[src/rtl/ram_stream_reader.sv]
// rtl/ram_stream_reader.sv - burst reader: sequential RAM reads to a valid/ready stream
// Hides the one-cycle RAM read latency behind a 2-entry skid FIFO with issue credits.
module ram_stream_reader #(
  parameter int ADDR_W = 16,
  parameter int DATA_W = 16,
  parameter int LEN_W  = 16
) (
  input  logic              clk,
  input  logic              rst_n,
  input  logic              start,
  input  logic [ADDR_W-1:0] base_addr,
  input  logic [LEN_W-1:0]  length,
  output logic              busy,
  output logic              done,
  output logic [ADDR_W-1:0] ram_addr,
  output logic              ram_we,
  output logic [DATA_W-1:0] ram_data,
  input  logic [DATA_W-1:0] ram_q,
  output logic [DATA_W-1:0] m_data,
  output logic              m_valid,
  input  logic              m_ready,
  output logic              m_last
);

  typedef enum logic [1:0] {IDLE, ISSUE, DRAIN, FIN} state_t;

  state_t            state_q, state_d;
  logic [ADDR_W-1:0] addr_q, addr_d;
  logic [LEN_W-1:0]  issue_q, issue_d;
  logic [LEN_W-1:0]  deliver_q, deliver_d;
  logic              inflight_q, inflight_d;
  logic [DATA_W-1:0] fifo_q [2];
  logic              wr_ptr_q, rd_ptr_q;
  logic [1:0]        count_q;
  logic              push, pop;
  logic [2:0]        occ;

  assign push = inflight_q;
  assign pop  = (count_q != 2'd0) && m_ready;
  // A word leaving this cycle frees its slot, which keeps full throughput under m_ready=1.
  assign occ  = {1'b0, count_q} + {2'b00, inflight_q} - {2'b00, pop};

  always_comb begin
    state_d    = state_q;
    addr_d     = addr_q;
    issue_d    = issue_q;
    deliver_d  = deliver_q;
    inflight_d = 1'b0;
    if (pop) deliver_d = deliver_q - LEN_W'(1);
    case (state_q)
      IDLE: begin
        if (start) begin
          if (length == '0) begin
            state_d = FIN;
          end else begin
            addr_d    = base_addr;
            issue_d   = length;
            deliver_d = length;
            state_d   = ISSUE;
          end
        end
      end
      ISSUE: begin
        if (occ < 3'd2) begin
          inflight_d = 1'b1;
          addr_d     = addr_q + ADDR_W'(1);
          issue_d    = issue_q - LEN_W'(1);
          if (issue_q == LEN_W'(1)) state_d = DRAIN;
        end
      end
      DRAIN: begin
        if (deliver_d == '0) state_d = FIN;
      end
      default: state_d = IDLE;
    endcase
  end

  always_ff @(posedge clk or negedge rst_n) begin
    if (!rst_n) begin
      state_q    <= IDLE;
      addr_q     <= '0;
      issue_q    <= '0;
      deliver_q  <= '0;
      inflight_q <= 1'b0;
    end else begin
      state_q    <= state_d;
      addr_q     <= addr_d;
      issue_q    <= issue_d;
      deliver_q  <= deliver_d;
      inflight_q <= inflight_d;
    end
  end

  always_ff @(posedge clk or negedge rst_n) begin
    if (!rst_n) begin
      fifo_q[0] <= '0;
      fifo_q[1] <= '0;
      wr_ptr_q  <= 1'b0;
      rd_ptr_q  <= 1'b0;
      count_q   <= 2'd0;
    end else begin
      if (push) begin
        fifo_q[wr_ptr_q] <= ram_q;
        wr_ptr_q         <= ~wr_ptr_q;
      end
      if (pop) rd_ptr_q <= ~rd_ptr_q;
      case ({push, pop})
        2'b10:   count_q <= count_q + 2'd1;
        2'b01:   count_q <= count_q - 2'd1;
        default: count_q <= count_q;
      endcase
    end
  end

  assign busy     = (state_q != IDLE);
  assign done     = (state_q == FIN);
  assign ram_addr = addr_q;
  assign ram_we   = 1'b0;
  assign ram_data = '0;
  assign m_valid  = (count_q != 2'd0);
  assign m_data   = fifo_q[rd_ptr_q];
  assign m_last   = m_valid && (deliver_q == LEN_W'(1));

endmodule

[config.mk]
export PLATFORM = sky130hd
export DESIGN_NAME = ram_stream_reader
export DESIGN_NICKNAME = d
export VERILOG_FILES = /design/src/rtl/ram_stream_reader.sv
export SDC_FILE = /design/constraint.sdc
export NUM_CORES = 1
export LEC_CHECK = 0
export ABC_CLOCK_PERIOD_IN_PS = 7600
export CORE_MARGIN = 2
export CORE_UTILIZATION = 40
export DETAILED_ROUTE_END_ITERATION = 6
export PLACE_DENSITY = 0.65
export RECOVER_POWER = 50
export SLEW_MARGIN = 20
export SYNTH_ARGS = -nofsm -noshare
export SYNTH_HDL_FRONTEND = slang
export SYNTH_SLANG_ARGS = --single-unit
export TNS_END_PERCENT = 1
[constraint.sdc]
create_clock -name clk -period 7.6 [get_ports clk]
set_input_delay 2.28 -clock clk [delete_from_list [all_inputs] [get_ports clk]]
set_output_delay 2.28 -clock clk [all_outputs]
set_load 0.1 [all_outputs]
Word-level counts from Yosys, hierarchy flattened
Cells that the tools add are included.

Equal/unequal tests: 12. Mux-type cells: 27. Order comparisons: 4. Reductions and logical operators: 12. Add/sub/neg operators: 7. Div/mod/pow operators: 0. Shifts and indexed selects: 0. Bitwise logic cells: 4. Multipliers: 0.

Operators by type and width (count): $mux 16 (14); $pmux 16 s2 (2); $bwmux 32 (1); $eq 16x1->1 const B (2); $logic_not 16->1 (2); $sub 16x1->16 const B (2); $add 16x1->16 const B (1); $demux 16 s1 (1); $mux 2 (5); $ne 2x2->1 const B (5); $reduce_and 4->1 (2); $reduce_bool 2->1 (4); $eq 2x2->1 const B (3); $pmux 2 s3 (1); $eq 2x1->1 const B (2); $ge 2x2->1 const B (2); $not 1->2 (2); $pmux 2 s2 (1); $add 2x1->3 (1); $logic_and 1x1->1 (3); $lt 3x2->1 const B (1); $sub 3x1->3 (1); $add 2x1->2 const B (1); $logic_not 2->1 (1); 4 further kinds (6).

Output and inout port bits: 53. Memories kept: 0. ROM bits: 0. Register bits: 87. Memory bits (writable): 0. Latch bits: 0.

Depth between registers and ports, before layout
Depth after elaboration: 6. Mapped depth: 14.

Worst setup path after synthesis
OpenSTA, ideal clock, no wires.

Path kind: reg-to-output. From: reg deliver_q[12]. To: out m_last. Path slack: 2.076 ns. Data required time: 5.320 ns. Arrival: 3.244 ns. Cell stages (with the launch flop): 4. Path through: dfrtp_1 or4_4 or2_4 nor3_1.

Longest elaborated chain between the ends: 2.

RTL lines: from (decl) (line 30) `logic [LEN_W-1:0] deliver_q, deliver_d;`; from (signal assigned) (line 89) `deliver_q <= deliver_d;`; $eq 16x1->1 (line 122) `assign m_last = m_valid && (deliver_q == LEN_W'(1));`; $logic_and 1x1->1 (line 122); to (decl) (line 22) `output logic m_last`.

No other way between the ends.

Worst setup path after layout
From: in m_ready. To: reg state_q[0].

Longest elaborated chain between the ends: 5. Elaborated cells between the ends (all ways): 8. Classes of those cells: add/sub: 1; order compare: 1; eq/ne: 2; mux: 1; reduce/logical: 3.

RTL lines: from (decl) (line 21) `input logic m_ready,`; $logic_and 1x1->1 * (line 39) `assign pop = (count_q != 2'd0) && m_ready;`; $sub 3x1->3 / $mux 16 (equally long branches) (line 41, 49); $lt 3x2->1 / $logic_not 16->1 (equally long branches) (line 64, 72); $ne 2x2->1 (no line); $reduce_and 4->1 (no line) *; to (signal assigned) (line 86) `state_q <= state_d;`; to (decl) (line 27) `state_t state_q, state_d;`.

Every way passes the cells marked *; elsewhere a longest branch is shown, timed or not. A chain may end at the register's enable or synchronous reset.

==> metrics.yaml <==
critPathMostFrequentCell: "inv_1"
grt.total_usage_pct: 17.76
finalSetupViolations: 0
startpoint_type: "primary input"
r2r_slack_ns: 3.88
yosys.cell_types.count: 56
report.final.slew_viol_count: 0
finClkSkew_ns: 0.008640
ys_warn_count: 0
grt_pass1_wl_mm: 18.70
synth-edff-count: 0
cts_resized: 0
crit_slowest_cell: "fa_1"
start_util_pct: 41.16
cp_data_required_time_ns: 7.82
fp.dieW_microns: 115.4
coreArea_sq_um: 12060
ant_nets: 0
cts_buffer_depth: 2
dieArea_sq_um: 13320
slowest_delay_ns: 0.51
cts-root-buf: "clkbuf_16"
syn_avg_cell_area_sq_um: 9.812
drive_gt1_share_pct: 14.33
cp_num_buf_inv: 3
grt_overflow_total: 0
clock_latency_ns: 0.34
maxSlewHeadroom_pct: 33.14
drt-initial-drc-count: 306
hold_viol_final: 0
crit_family: "simple AND/OR/NAND/NOR gates"
critPathLaunch: "m_ready"
hp-class: "register to register"
ys_async_sr_fraction_pct: 100.0
cts_setup_buffers: 0
crit_chain: "clkdlybuf4s50_1 > nand2_1 > inv_1 > ha_1 > nand2b_1 > fa_1 > inv_1 > nor4b_1 > a31oi_1 > mux2i_1 > o21ai_0 > or3b_1"
row_count: 40
layout_min_cycle_time_ns: 5.399
cp-end-kind: "register"
fin_nets: 652
ios: 105
synth_cells: 506
yosys.area.top_type: "dfrtp_1"
routed_via_density: 5.367
hpwlAfterDp_mm: 8.379
io_buffers: 87
clk_pin_slew_ns: 0.06
antenna_found_initial: 0
final_cells: 761
ff2ff_path_depth: 12
drt_first_pass_iters: 4
grt_max_degree: 84
final_cell_mix: "dfrtp_1, clkdlybuf4s50_1, mux2_2"
ys_seq_area_share_pct: 43.85
ys_ff_latch: 87
cp.depth: 12
worstMarginPinSlew_ns: 0.9998
r2r_start: "count_q[1]"
fp.dieH_microns: 115.4
cts_buffers: 9
cts_tree: "done"
vias: 4084
ys.flop_type: "dfrtp_1"
cts.sinks: 87
fin_crit_sh_pct: 71.04
place_congestion: 0.7850
status: "finished clean"
crit_end: "state_q[0]"
path_class: "primary input to register"
drt-total-wl_mm: 11.84
finalSetupTns_ns: 0
htreeDepth: 3
fmax_mhz: 185.2
post_drt_wl_per_cell_microns: 15.55
num_antenna_cells: 0
cts_hold_buf: 0
cap_violations: 0
grt_pass1_vias: 3699
timing.hold.ws_ns: 0.5000
cp_max_fo: 12
synth_top_cell_area_share_pct: 43.85
dpl.cell_count: 745
arrival_ns: 5.62
drc: 0
layout_commonest_cell: "dfrtp_1"
rr_endpoint: "state_q[0]"
area_growth_pct: 27.52
grt_setup_unrepaired: "false"
synth_area_leaders: "dfrtp_1, mux2_2, o21ai_0, a21oi_1, nand2_1"
syn_area_sq_um: 4965
-- layout make-up --
type                            count  area (sq um)
Timing Repair Buffer               93         913.4
Multi-Input combinational cell    383          2606
Fill cell                        1098          5731
Sequential cell                    87          2177
Clock inverter                      5         128.9
Inverter                           14         52.55
Clock buffer                       11         242.7
Tap cell                          168         210.2
-- how the worst min path moves through the flow --
stage	from	end	slack, ns	depth (start not counted)
after global routing	fifo_q[2]	fifo_q[2]	0.51	1
final	fifo_q[2]	fifo_q[2]	0.50	1
after detailed placement	fifo_q[0]	fifo_q[0]	0.49	1
after CTS	fifo_q[2]	fifo_q[2]	0.50	1
after global placement	fifo_q[15]	fifo_q[15]	0.48	1
after floorplan	wr_ptr_q	wr_ptr_q	0.46	1
-- flip-flops by register name, summed over array words and instances, names as in the netlist --
register	flops
rd_ptr_q	1
wr_ptr_q	1
inflight_q	1
count_q	2
deliver_q	16
ram_addr	16
issue_q	16
state_q	2
fifo_q	32
-- synth_stat cells (6+ instances only) --
master	count
dfrtp_1	87
mux2_2	50
o21ai_0	42
nand2_1	39
a21oi_1	34
nand3_1	24
nor2_1	24
clkbuf_1	19
o22ai_1	19
buf_4	17
nor3_1	17
inv_1	14
nor4_1	12
ha_1	11
xnor2_1	10
xor2_1	7
a22oi_1	6
mux2i_1	6
-- metal layers --
metal	vias up	part of all wire (%)	GRT usage [%]
li1	1988	-	-
met1	1954	46	24.76
met2	136	47	27.95
met3	6	6.3	4.236
met4	0	0.68	4.578
met5	-	0	0
-- logic make-up after synthesis --
logic type / after synthesis / share of synthesized area [%]
AND/OR/NAND/NOR: 157 / 17.19
XOR/XNOR: 17 / 2.999
AO/OA/AOI/OAI: 124 / 14.79
buffers and inverters: 52 / 5.368
other: 1 / 0.07553
adder cells (fa/ha/maj): 12 / 3.175
multiplexers: 56 / 12.55
flip-flops: 87 / 43.85
-- stage by stage --
stage	cell area (sq um)	util [%]	setup WS, ns
after floorplan	5025	-	2.076
after global placement	5948	49.32	1.726
after detailed placement	5948	49.32	1.619
after CTS	6320	52.40	1.978
after global routing	6331	52.49	1.936
final	6331	52.49	2.201
Power is left out: the tool's default activity adds up to more than one toggle a clock period on the data nets, which glitch-free logic cannot reach.
